### config.mk
export PLATFORM = sky130hd
export DESIGN_NAME = mean_square_acc
export DESIGN_NICKNAME = d
export VERILOG_FILES = /design/src/rtl/mean_square_acc.sv
export SDC_FILE = /design/constraint.sdc
export NUM_CORES = 1
export LEC_CHECK = 0
export CAP_MARGIN = 20
export CORE_MARGIN = 5
export CORE_UTILIZATION = 55
export CTS_BUF_LIST = sky130_fd_sc_hd__clkbuf_4 sky130_fd_sc_hd__clkbuf_8
export DETAILED_ROUTE_END_ITERATION = 8
export HOLD_SLACK_MARGIN = 0.15
export PLACE_DENSITY_LB_ADDON = 0.1
export SYNTH_ARGS = -nofsm -noshare
export SYNTH_HDL_FRONTEND = slang
export SYNTH_SLANG_ARGS = --single-unit
### constraint.sdc
create_clock -name clock -period 3.6 [get_ports clock]
set_input_delay 0.54 -clock clock [delete_from_list [all_inputs] [get_ports clock]]
set_output_delay 0.54 -clock clock [all_outputs]
set_load 0.005 [all_outputs]
### src/rtl/mean_square_acc.sv
// mean_square_acc: squares a stream of signed samples with a sequential
// shift-add multiplier, accumulates 2^LOG2N squares and presents the
// floor-truncated mean square on a valid/ready port. Feeds the iterative
// square-root stage (instantiate it with NBITS = 2*WIDTH) to form RMS.
module mean_square_acc #(
  parameter int WIDTH = 8,
  parameter int LOG2N = 2
) (
  input  logic                 clock,
  input  logic                 reset,
  input  logic [WIDTH-1:0]     in_data,
  input  logic                 in_valid,
  output logic                 in_ready,
  output logic [2*WIDTH-1:0]   out_data,
  output logic                 out_valid,
  input  logic                 out_ready
);

  localparam int PW = 2 * WIDTH;
  localparam int AW = PW + LOG2N;
  localparam int CW = $clog2(WIDTH + 1);

  typedef enum logic [1:0] {IDLE, MUL, ACC, SEND} state_t;

  // |s| always fits in WIDTH unsigned bits, including -2^(WIDTH-1).
  function automatic logic [WIDTH-1:0] magnitude(input logic signed [WIDTH-1:0] s);
    logic signed [WIDTH-1:0] neg;
    neg = -s;
    return s[WIDTH-1] ? neg : s;
  endfunction

  // Mean of N squares, floor-truncated; the sum never exceeds N * 2^(PW-2).
  function automatic logic [PW-1:0] floor_mean(input logic [AW-1:0] sum);
    return PW'(sum >> LOG2N);
  endfunction

  logic signed [WIDTH-1:0] sample;
  assign sample = in_data;

  state_t           state_q,     state_d;
  logic [WIDTH-1:0] mag_q,       mag_d;
  logic [PW-1:0]    prod_q,      prod_d;
  logic [CW-1:0]    bitcnt_q,    bitcnt_d;
  logic [AW-1:0]    acc_q,       acc_d;
  logic [LOG2N-1:0] cnt_q,       cnt_d;
  logic             in_ready_q,  in_ready_d;
  logic             out_valid_q, out_valid_d;
  logic [PW-1:0]    out_data_q,  out_data_d;

  logic             mag_bit;
  logic [PW-1:0]    partial;
  logic [AW-1:0]    sum_w;

  // Next-state and datapath: one multiplier bit per MUL cycle, LSB first.
  always_comb begin
    state_d     = state_q;
    mag_d       = mag_q;
    prod_d      = prod_q;
    bitcnt_d    = bitcnt_q;
    acc_d       = acc_q;
    cnt_d       = cnt_q;
    in_ready_d  = in_ready_q;
    out_valid_d = out_valid_q;
    out_data_d  = out_data_q;

    mag_bit = |(mag_q & (WIDTH'(1) << bitcnt_q));
    partial = {{WIDTH{1'b0}}, mag_q} << bitcnt_q;
    sum_w   = acc_q + AW'(prod_q);

    case (state_q)
      IDLE: begin
        if (in_ready_q && in_valid) begin
          mag_d      = magnitude(sample);
          prod_d     = '0;
          bitcnt_d   = '0;
          in_ready_d = 1'b0;
          state_d    = MUL;
        end else begin
          in_ready_d = 1'b1;
        end
      end
      MUL: begin
        if (mag_bit) begin
          prod_d = prod_q + partial;
        end
        bitcnt_d = bitcnt_q + CW'(1);
        if (bitcnt_q == CW'(WIDTH - 1)) begin
          state_d = ACC;
        end
      end
      ACC: begin
        acc_d = sum_w;
        cnt_d = cnt_q + LOG2N'(1);
        if (cnt_q == {LOG2N{1'b1}}) begin
          out_data_d  = floor_mean(sum_w);
          out_valid_d = 1'b1;
          state_d     = SEND;
        end else begin
          in_ready_d = 1'b1;
          state_d    = IDLE;
        end
      end
      SEND: begin
        if (out_ready) begin
          out_valid_d = 1'b0;
          acc_d       = '0;
          cnt_d       = '0;
          in_ready_d  = 1'b1;
          state_d     = IDLE;
        end
      end
      default: begin
        state_d = IDLE;
      end
    endcase
  end

  // State registers; reset aborts any partial accumulation.
  always_ff @(posedge clock) begin
    if (reset) begin
      state_q     <= IDLE;
      mag_q       <= '0;
      prod_q      <= '0;
      bitcnt_q    <= '0;
      acc_q       <= '0;
      cnt_q       <= '0;
      in_ready_q  <= 1'b0;
      out_valid_q <= 1'b0;
      out_data_q  <= '0;
    end else begin
      state_q     <= state_d;
      mag_q       <= mag_d;
      prod_q      <= prod_d;
      bitcnt_q    <= bitcnt_d;
      acc_q       <= acc_d;
      cnt_q       <= cnt_d;
      in_ready_q  <= in_ready_d;
      out_valid_q <= out_valid_d;
      out_data_q  <= out_data_d;
    end
  end

  assign in_ready  = in_ready_q;
  assign out_valid = out_valid_q;
  assign out_data  = out_data_q;

endmodule
==> flow_summary.json, run 1 <==
{
  "regArea_um2": 1363,
  "worst-endpoint-arrival_ps": 3440,
  "power_w": 0.001765,
  "seq_power_share_pct": 44.9,
  "maxSlewViolCount": 0,
  "cp.buffers_inverters": 0,
  "dp_slack_ps": 127.8,
  "syn_nets": 652,
  "cts_root_buffer": "clkbuf_8",
  "skew_ps": 18.51,
  "cts_tree": "yes",
  "fin_ws_ps": 418.5,
  "finalCoreUtilization_pct": 64.38,
  "swShare_pct": 28.70,
  "p_sw_w": 0.0005067,
  "crit_path_end_kind": "flop",
  "hold_viol": 0,
  "place_inst": 712,
  "dp_hpwl_mm": 8.554,
  "vdd_drop_max_v": 0.0001983,
  "synth_warnings": 0,
  "holdPathStages": 2,
  "cap_violations": 0,
  "syn_inst": 599,
  "cp_cell_sequence": "mux2i_1, nor2_1, a31oi_1, o21ai_0, nor2b_1, ha_1, a2111oi_1, o21ai_0, a31oi_2, a21oi_1, xor2_1, a22o_1",
  "vias_per_cell": 6.109,
  "cp_common_cell": "o21ai_0",
  "fmax_ghz": 0.3143,
  "multi_input_area_um2": 3198,
  "die_y_um": 102.9,
  "syn_to_final_growth_pct": 12.66,
  "fin_crit_sh_pct": 88.37,
  "cp_slowest_cell": "dfxtp_2",
  "ys.flop_type": "dfxtp_1",
  "cts_sinks": 68,
  "num_vias": 4447,
  "ant_nets": 0,
  "synth_edf_count": 0,
  "avgRoutedWirePerCell_um": 15.73,
  "path_class": "reg -> reg",
  "async_flop_share_pct": 0,
  "place.gp.congestion": 0.8801,
  "synthTopCellsByArea": "dfxtp_1 (29%), ha_1 (10%), a21oi_1 (5.2%), nor2_1 (5.1%), nand2_1 (4.9%)",
  "clk_path_buf_depth": 2,
  "io_pins": 30,
  "grt_pass1_wl_mm": 18.74,
  "grt_max_degree": 49,
  "yosysMostFrequentCell": "dfxtp_1",
  "worst-slew-pin-transition_ps": 740.2,
  "syn_avg_cell_area_um2": 7.917,
  "insertedDiodeCount": 0,
  "reg2reg_from": "bitcnt_q[1]$_SDFFE_PP0P_",
  "drt_iter0_markers": 208,
  "min_period_ps": 3181,
  "cp-endpoint": "prod_q[13]$_SDFFE_PP0P_",
  "overflow": 0,
  "fin_cells": 728,
  "synth.distinct_cells": 62,
  "antenna_found_initial": 0,
  "n_fill_cell": 749,
  "crit_family": "compound AO/OA/AOI/OAI gates",
  "htree_levels": 3,
  "clk-insertion-delay-late_ps": 360,
  "setup_viol": 0,
  "final_nets": 671,
  "timing.setup.tns_ps": 0,
  "worstPathMaxFanout": 10,
  "gr-usage-all-layers_pct": 22.22,
  "worstPathRequired_ps": 3860,
  "max_stage_delay_ps": 460,
  "drc": 0,
  "powerDensity_nw_per_um2": 330.4,
  "syn-cell-area_um2": 4742,
  "placementRows": 33,
  "cts.clk_slew.worst_paths_ps": 90,
  "die_w_um": 102.9,
  "leakage_nw": 2.154,
  "cts_hold_buf": 0,
  "grt_setup_unrepaired": "no",
  "yosysTopAreaCell": "dfxtp_1",
  "regToRegSetupSlack_ps": 420,
  "die_area_um2": 10580,
  "ys_ff_latch": 68,
  "start_util_pct": 57.14,
  "slew_headroom_pct": 50.47,
  "portBuffers": 29,
  "wl_mm": 11.45,
  "rr_endpoint": "prod_q[13]$_SDFFE_PP0P_",
  "yosysTopAreaCellShare_pct": 28.71,
  "internal-power_w": 0.001259,
  "clockPowerShare_pct": 41.4,
  "drt_pass1_iterations": 5,
  "start_kind": "flop",
  "status": "complete, no violations",
  "layout-drive-gt1-share_pct": 6.902,
  "hold_path_class": "reg -> reg",
  "grt_pass1_vias": 4039,
  "r2r.worst_path.cells": 12,
  "seq_area_frac_synth_pct": 28.71,
  "numCtsBuffers": 9,
  "yosys-top-cells-count": "dfxtp_1 (68), nor2_1 (64), nand2_1 (62)",
  "placeableCoreArea_um2": 8299,
  "cp_num_cells": 12,
  "pwr-share-comb_pct": 13.7,
  "crit_path_start": "bitcnt_q[1]$_SDFFE_PP0P_"
}
==> worst min-delay path by stage <==
stage,startpoint,endpoint,slack [ps]
after floorplan,acc_q[14]$_SDFFE_PP0P_,acc_q[14]$_SDFFE_PP0P_,430
after global placement,acc_q[14]$_SDFFE_PP0P_,acc_q[14]$_SDFFE_PP0P_,440
after detailed placement,acc_q[14]$_SDFFE_PP0P_,acc_q[14]$_SDFFE_PP0P_,450
after CTS,out_data[3]$_SDFFE_PP0P_,out_data[3]$_SDFFE_PP0P_,460
after global routing,out_data[8]$_SDFFE_PP0P_,out_data[8]$_SDFFE_PP0P_,490
final,out_data[8]$_SDFFE_PP0P_,out_data[8]$_SDFFE_PP0P_,460
==> flip-flops by register name (all words and copies together), names as in the netlist <==
signal / count
prod_q: 16
bitcnt_q: 4
state_q: 2
out_valid: 1
cnt_q: 2
in_ready: 1
acc_q: 18
out_data: 16
mag_q: 8
==> layout by cell type, fill, tap and decap left out, types with 11 or more instances in the layout <==
cell,instances
a211oi_1,15
a21oi_1,49
a22o_1,15
a31oi_1,13
clkdlybuf4s50_1,28
dfxtp_1,67
ha_1,39
inv_1,16
mux2i_1,11
nand2_1,62
nand3_1,16
nor2_1,64
nor3_1,12
o21ai_0,30
xnor2_1,14
==> power by group through the flow <==
stage               sequential, W  clock, W  combinational [W]
floorplan                0.000797         0           0.000180
global placement         0.000809         0           0.000233
detailed placement       0.000810         0           0.000239
CTS                      0.000793  0.000745           0.000240
global route             0.000797  0.000778           0.000270
finish                   0.000793  0.000730           0.000242
==> per-layer routing <==
layer  wire, µm  vias up  track usage, %
met5          0        -               0
met4        250        0           9.163
met3        416       22           2.977
met2       5511       98           38.63
met1       5272     2068           27.68
li1           -     2259               -
==> stage by stage <==
stage               hold WS, ps  cell area (µm²)
global placement          441.3             5111
global route              487.6             5343
detailed placement        446.7             5111
finish                    455.2             5343
CTS                       460.1             5334
floorplan                 429.1             4742
==> kinds of logic after synthesis <==
group	synth area share, %
buf+inv	4.011
compound gates	27.65
xor+xnor	4.248
fa+ha+maj	11.13
mux	3.272
flops	28.71
simple gates	20.98
==> repair_timing <==
| item | CTS | global route |
|---|---|---|
| resized for setup | 0 | 3 |
| setup buffers | 0 | 0 |
| setup endpoints to repair | 0 | 4 |
==> worst min-delay path, delay by kind of cell, from the launching register on <==
family / cells / cell delay, ps
AND/OR/NAND/NOR: 1 / 50
flip-flops: 1 / 320
AO/OA/AOI/OAI: 1 / 50
==> layout make-up <==
class / count / share of cell area [%]
inverter: 18 / 1.265
sequential: 68 / 25.50
clock buffer: 9 / 2.319
tap: 105 / 2.459
timing repair buffer: 39 / 6.745
clock inverter: 7 / 1.850
multi-input combinational: 482 / 59.86
Note: power is estimated with default switching activity, not from simulation.
==> run 2: changes to the inputs <==
==> constraint.sdc (replaced) <==
create_clock -name clock -period 3.6 [get_ports clock]
set_input_delay 1.08 -clock clock [delete_from_list [all_inputs] [get_ports clock]]
set_output_delay 1.08 -clock clock [all_outputs]
set_load 0.005 [all_outputs]
==> run 2 against run 1 <==
  * Power increased by 0.33%
  * Via count about the same
  * Critical path depth did not move
  * Non-clock buffer count rose by 2
  * Die area unchanged
  * Clock power increased by 0.7%
  * Sequential share of layout area shrank 0.095 points
  * Count of clock-buffer cells in the layout rose by 2
==> flow_summary.json, run 2 (synthesis results as in run 1) <==
{
  "setup_viol": 0,
  "die_y_um": 102.9,
  "slew_headroom_pct": 54.97,
  "crit_path_end_kind": "flop",
  "ctsResizeCount": 0,
  "largest_register_ffs": 18,
  "overflow": 0,
  "worst-slew-pin-transition_ps": 671.4,
  "grt_pass1_wl_mm": 19.34,
  "hold_path_startpoint": "out_data[8]$_SDFFE_PP0P_",
  "powerDensity_nw_per_um2": 330.3,
  "start_kind": "flop",
  "drt_iter0_markers": 184,
  "vias_per_cell": 6.089,
  "placementRows": 33,
  "io_pins": 30,
  "hold_end": "out_data[8]$_SDFFE_PP0P_",
  "num_vias": 4445,
  "regToRegSetupSlack_ps": 280,
  "reg2reg_from": "bitcnt_q[1]$_SDFFE_PP0P_",
  "antenna_found_initial": 0,
  "fin_crit_sh_pct": 92.21,
  "place.gp.congestion": 0.8769,
  "cts.clk_slew.worst_paths_ps": 80,
  "clk-insertion-delay-late_ps": 340,
  "wl_mm": 11.32,
  "n_fill_cell": 724,
  "drc": 0,
  "rr_endpoint": "prod_q[13]$_SDFFE_PP0P_",
  "holdPathStages": 2,
  "dp_hpwl_mm": 8.604,
  "dpl_cell_area_um2": 5126,
  "fmax_ghz": 0.3012,
  "status": "complete, no violations",
  "portBuffers": 29,
  "vdd_drop_max_v": 0.0002655,
  "grt_max_degree": 49,
  "ant_nets": 0,
  "insertedDiodeCount": 0,
  "final_area_um2": 5363,
  "drt_pass1_iterations": 4,
  "largest_register": "acc_q",
  "final_nets": 673,
  "worst-endpoint-arrival_ps": 3560,
  "placeableCoreArea_um2": 8299,
  "leakage_nw": 2.165,
  "cts_hold_buf": 0,
  "min_period_ps": 3320,
  "skew_ps": 10.02,
  "syn_to_final_growth_pct": 13.09,
  "worstPathRequired_ps": 3840,
  "timing.setup.tns_ps": 0,
  "gr-usage-all-layers_pct": 22.59,
  "clk_path_buf_depth": 2,
  "die_w_um": 102.9,
  "worstPathMaxFanout": 10,
  "grt_setup_unrepaired": "no",
  "cts_tree": "yes",
  "cts_root_buffer": "clkbuf_8",
  "avgRoutedWirePerCell_um": 15.51,
  "start_util_pct": 57.14,
  "path_class": "reg -> reg",
  "hold_viol": 0,
  "maxSlewViolCount": 0,
  "cts_sinks": 68,
  "die_area_um2": 10580,
  "numCtsBuffers": 9,
  "r2r.worst_path.cells": 12,
  "final_cell_mix": "dfxtp_1 (67), nor2_1 (64), nand2_1 (62)",
  "layout-drive-gt1-share_pct": 7.040,
  "final_common_cell": "dfxtp_1",
  "htree_levels": 3,
  "post-cts-setup-buffer-count": 0,
  "hold_path_class": "reg -> reg",
  "grt_pass1_vias": 4269,
  "cap_violations": 0
}
-- run 2: cell types whose count changed in the layout (fill, tap and decap cells not counted) --
cell,change
inv_6,-2
clkinv_2,-1
a31oi_1,+1
a2111oi_1,-1
a31oi_2,-1
clkinvlp_4,+1
buf_4,+2
clkbuf_8,+2
a2111oi_0,+1
-- run 2: layout make-up --
| cell class | count | area (µm²) | share of cell area, % |
|---|---|---|---|
| inverters | 18 | 67.56 | 1.260 |
| repair buffers | 41 | 375.4 | 7.000 |
| flip-flops and latches | 68 | 1363 | 25.41 |
| well taps | 105 | 131.4 | 2.450 |
| multi-input cells | 482 | 3191 | 59.50 |
| clock buffers | 11 | 151.4 | 2.823 |
| clock inverters | 5 | 83.83 | 1.563 |
-- run 2: how the worst max path moves through the flow --
| stage | from | to | slack, ps |
|---|---|---|---|
| after floorplan | bitcnt_q[1]$_SDFFE_PP0P_ | prod_q[13]$_SDFFE_PP0P_ | 570 |
| after global placement | bitcnt_q[1]$_SDFFE_PP0P_ | prod_q[13]$_SDFFE_PP0P_ | 480 |
| after detailed placement | bitcnt_q[1]$_SDFFE_PP0P_ | prod_q[13]$_SDFFE_PP0P_ | 220 |
| after CTS | bitcnt_q[1]$_SDFFE_PP0P_ | prod_q[13]$_SDFFE_PP0P_ | 190 |
| after global routing | bitcnt_q[1]$_SDFFE_PP0P_ | prod_q[15]$_SDFFE_PP0P_ | 90 |
| final | bitcnt_q[1]$_SDFFE_PP0P_ | prod_q[13]$_SDFFE_PP0P_ | 280 |
-- run 2: through the flow --
| step | hold slack [ps] | cells | util, % | total power, W | setup WS, ps |
|---|---|---|---|---|---|
| CTS | 460.9 | 730 | 64.60 | 0.001786 | 191.0 |
| floorplan | 429.1 | 599 | - | 0.0009778 | 568.3 |
| global route | 486.3 | 730 | 64.62 | 0.001863 | 91.84 |
| detailed placement | 449.4 | 714 | 61.77 | 0.001052 | 215.0 |
| finish | 458.4 | 730 | 64.62 | 0.001771 | 280.4 |
| global placement | 442.0 | 714 | 61.77 | 0.001044 | 477.1 |
-- run 2: power by group --
group / total, W / internal, W / switching (W)
Sequential: 0.000793 / 0.000769 / 0.0000238
Combinational: 0.000244 / 0.0000966 / 0.000147
Clock: 0.000735 / 0.000429 / 0.000306
-- run 2: worst max-delay path, cell delays in order, from the launching register on --
cell       delay, ps
dfxtp_2          460
mux2i_1          260
nor2_1            60
a31oi_1          230
o21ai_0          150
nor2b_1          160
ha_1             330
a2111oi_0        450
o21ai_0          230
a31oi_1          400
a21oi_1          140
xor2_1           160
a22o_1           180
-- run 2: layer usage --
layer / track usage, % / wire length [µm] / up-vias
met4: 6.375 / 170 / 0
li1: - / - / 2260
met1: 29.24 / 5182 / 2084
met5: 0 / 0 / -
met2: 38.58 / 5486 / 88
met3: 4.195 / 480 / 13
==> run 3: changes to the inputs <==
CORE_MARGIN = 10   (was 5)
RECOVER_POWER = 50   (was default)
==> run 3 against run 2 <==
  * First-iteration DRC count grew 32%
  * Count of clock-buffer cells in the layout decreased by 1
  * Power up 1.7%
  * Die area grew 20%
  * Via count about the same
  * Largest power group unchanged
  * Register-to-register slack better by 30 ps
  * Combinational power is 4% lower
  * Critical path depth did not move
  * Sequential share of layout area is 0.078 points higher
  * Non-clock buffer count fell by 3
==> flow_summary.json, run 3 (synthesis results as in run 1) <==
{
  "clk-insertion-delay-late_ps": 340,
  "fmax_ghz": 0.3038,
  "placeableCoreArea_um2": 8299,
  "drt_iter0_markers": 242,
  "final_nets": 670,
  "powerDensity_nw_per_um2": 337.3,
  "reg2reg_from": "bitcnt_q[1]$_SDFFE_PP0P_",
  "crit_path_end_kind": "flop",
  "place.gp.congestion": 0.8850,
  "start_kind": "flop",
  "num_vias": 4441,
  "maxSlewViolCount": 0,
  "grt_max_degree": 49,
  "hold_ws_ps": 452.7,
  "hold_path_class": "reg -> reg",
  "cts_sinks": 68,
  "leakage_nw": 2.193,
  "worstPathRequired_ps": 3830,
  "min_period_ps": 3292,
  "status": "complete, no violations",
  "crit_path_start": "bitcnt_q[1]$_SDFFE_PP0P_",
  "clk_path_buf_depth": 2,
  "portBuffers": 29,
  "hold_path_startpoint": "out_data[1]$_SDFFE_PP0P_",
  "worstPathMaxFanout": 11,
  "fin_ws_ps": 308.1,
  "die_w_um": 112.9,
  "numCtsBuffers": 9,
  "cts_hold_buf": 0,
  "dp_slack_ps": 290.1,
  "overflow": 0,
  "syn_to_final_growth_pct": 12.64,
  "ant_nets": 0,
  "place_inst": 711,
  "final_common_cell": "dfxtp_1",
  "worst-endpoint-arrival_ps": 3520,
  "drt_pass1_iterations": 4,
  "cts_tree": "yes",
  "wl_mm": 11.35,
  "finalCoreUtilization_pct": 64.36,
  "grt_pass1_wl_mm": 19.23,
  "worst-slew-pin-transition_ps": 959.8,
  "post-cts-setup-buffer-count": 0,
  "hold_viol": 0,
  "largest_register_ffs": 18,
  "dp_hpwl_mm": 8.681,
  "path_class": "reg -> reg",
  "skew_ps": 15.21,
  "vias_per_cell": 6.109,
  "final_cell_mix": "dfxtp_1 (68), nor2_1 (64), nand2_1 (62)",
  "placementRows": 33,
  "start_util_pct": 57.14,
  "grt_pass1_vias": 4232,
  "cts.clk_slew.worst_paths_ps": 80,
  "power_w": 0.001802,
  "cts_root_buffer": "clkbuf_8",
  "die_y_um": 112.9,
  "htree_levels": 3,
  "drc": 0,
  "vdd_drop_max_v": 0.0002032,
  "fin_cells": 727,
  "antenna_found_initial": 0,
  "layout-drive-gt1-share_pct": 6.109,
  "cap_violations": 0,
  "gr-usage-all-layers_pct": 17.49,
  "fin_crit_sh_pct": 91.44,
  "setup_viol": 0,
  "slew_headroom_pct": 35.97,
  "io_pins": 30,
  "die_area_um2": 12740,
  "insertedDiodeCount": 0,
  "avgRoutedWirePerCell_um": 15.62,
  "largest_register": "acc_q"
}
-- run 3: layer usage --
layer / GRT usage (%) / vias up / part of all wire, %
met5: 0 / - / 0
met4: 6.007 / 0 / 1.7
met2: 30.49 / 77 / 49
li1: - / 2245 / -
met1: 21.02 / 2100 / 46
met3: 3.117 / 19 / 3.6
-- run 3: per-stage QoR --
stage	cell area, µm²	TNS [ps]
floorplan	4742	0
global placement	5104	0
detailed placement	5104	0
CTS	5346	0
global route	5341	-0.1412
finish	5341	0
-- run 3: repair_timing --
action                                 in CTS  in global routing
endpoints found under the hold margin       0                  0
gates resized for setup                     0                  1
setup endpoints to repair                   0                  2
-- run 3: cell type report --
class                      instances  area, µm²
clock buffer                      10      131.4
timing repair buffer              38      341.6
clock inverter                     6      111.4
inverter                          18      67.56
tap                              105      131.4
sequential                        68       1361
multi-input combinational        482       3197
fill                             732       2958
-- run 3: worst paths after layout --
path | slack [ps] | cells past startpoint | endpoint
setup / recovery | 310 | 12 | prod_q[13]$_SDFFE_PP0P_
hold / removal | 450 | 2 | out_data[1]$_SDFFE_PP0P_
setup reg to reg | 310 | 12 | prod_q[13]$_SDFFE_PP0P_
hold reg to reg | 450 | 2 | out_data[1]$_SDFFE_PP0P_
-- run 3: power breakdown --
group	switching, W	total, W	internal, W
logic	0.000145	0.000235	0.0000909
registers	0.0000226	0.000791	0.000769
clock network	0.000306	0.000775	0.000469
-- run 3: worst max-delay path, stage by stage (launching register included) --
cell       delay [ps]
dfxtp_1           530
buf_4             250
inv_1             100
a31oi_1           290
o21ai_0           140
nor2b_1           150
ha_1              360
a2111oi_0         350
o21ai_0           230
a31oi_2           320
a21oi_1           120
xor2_1            150
a22o_1            180
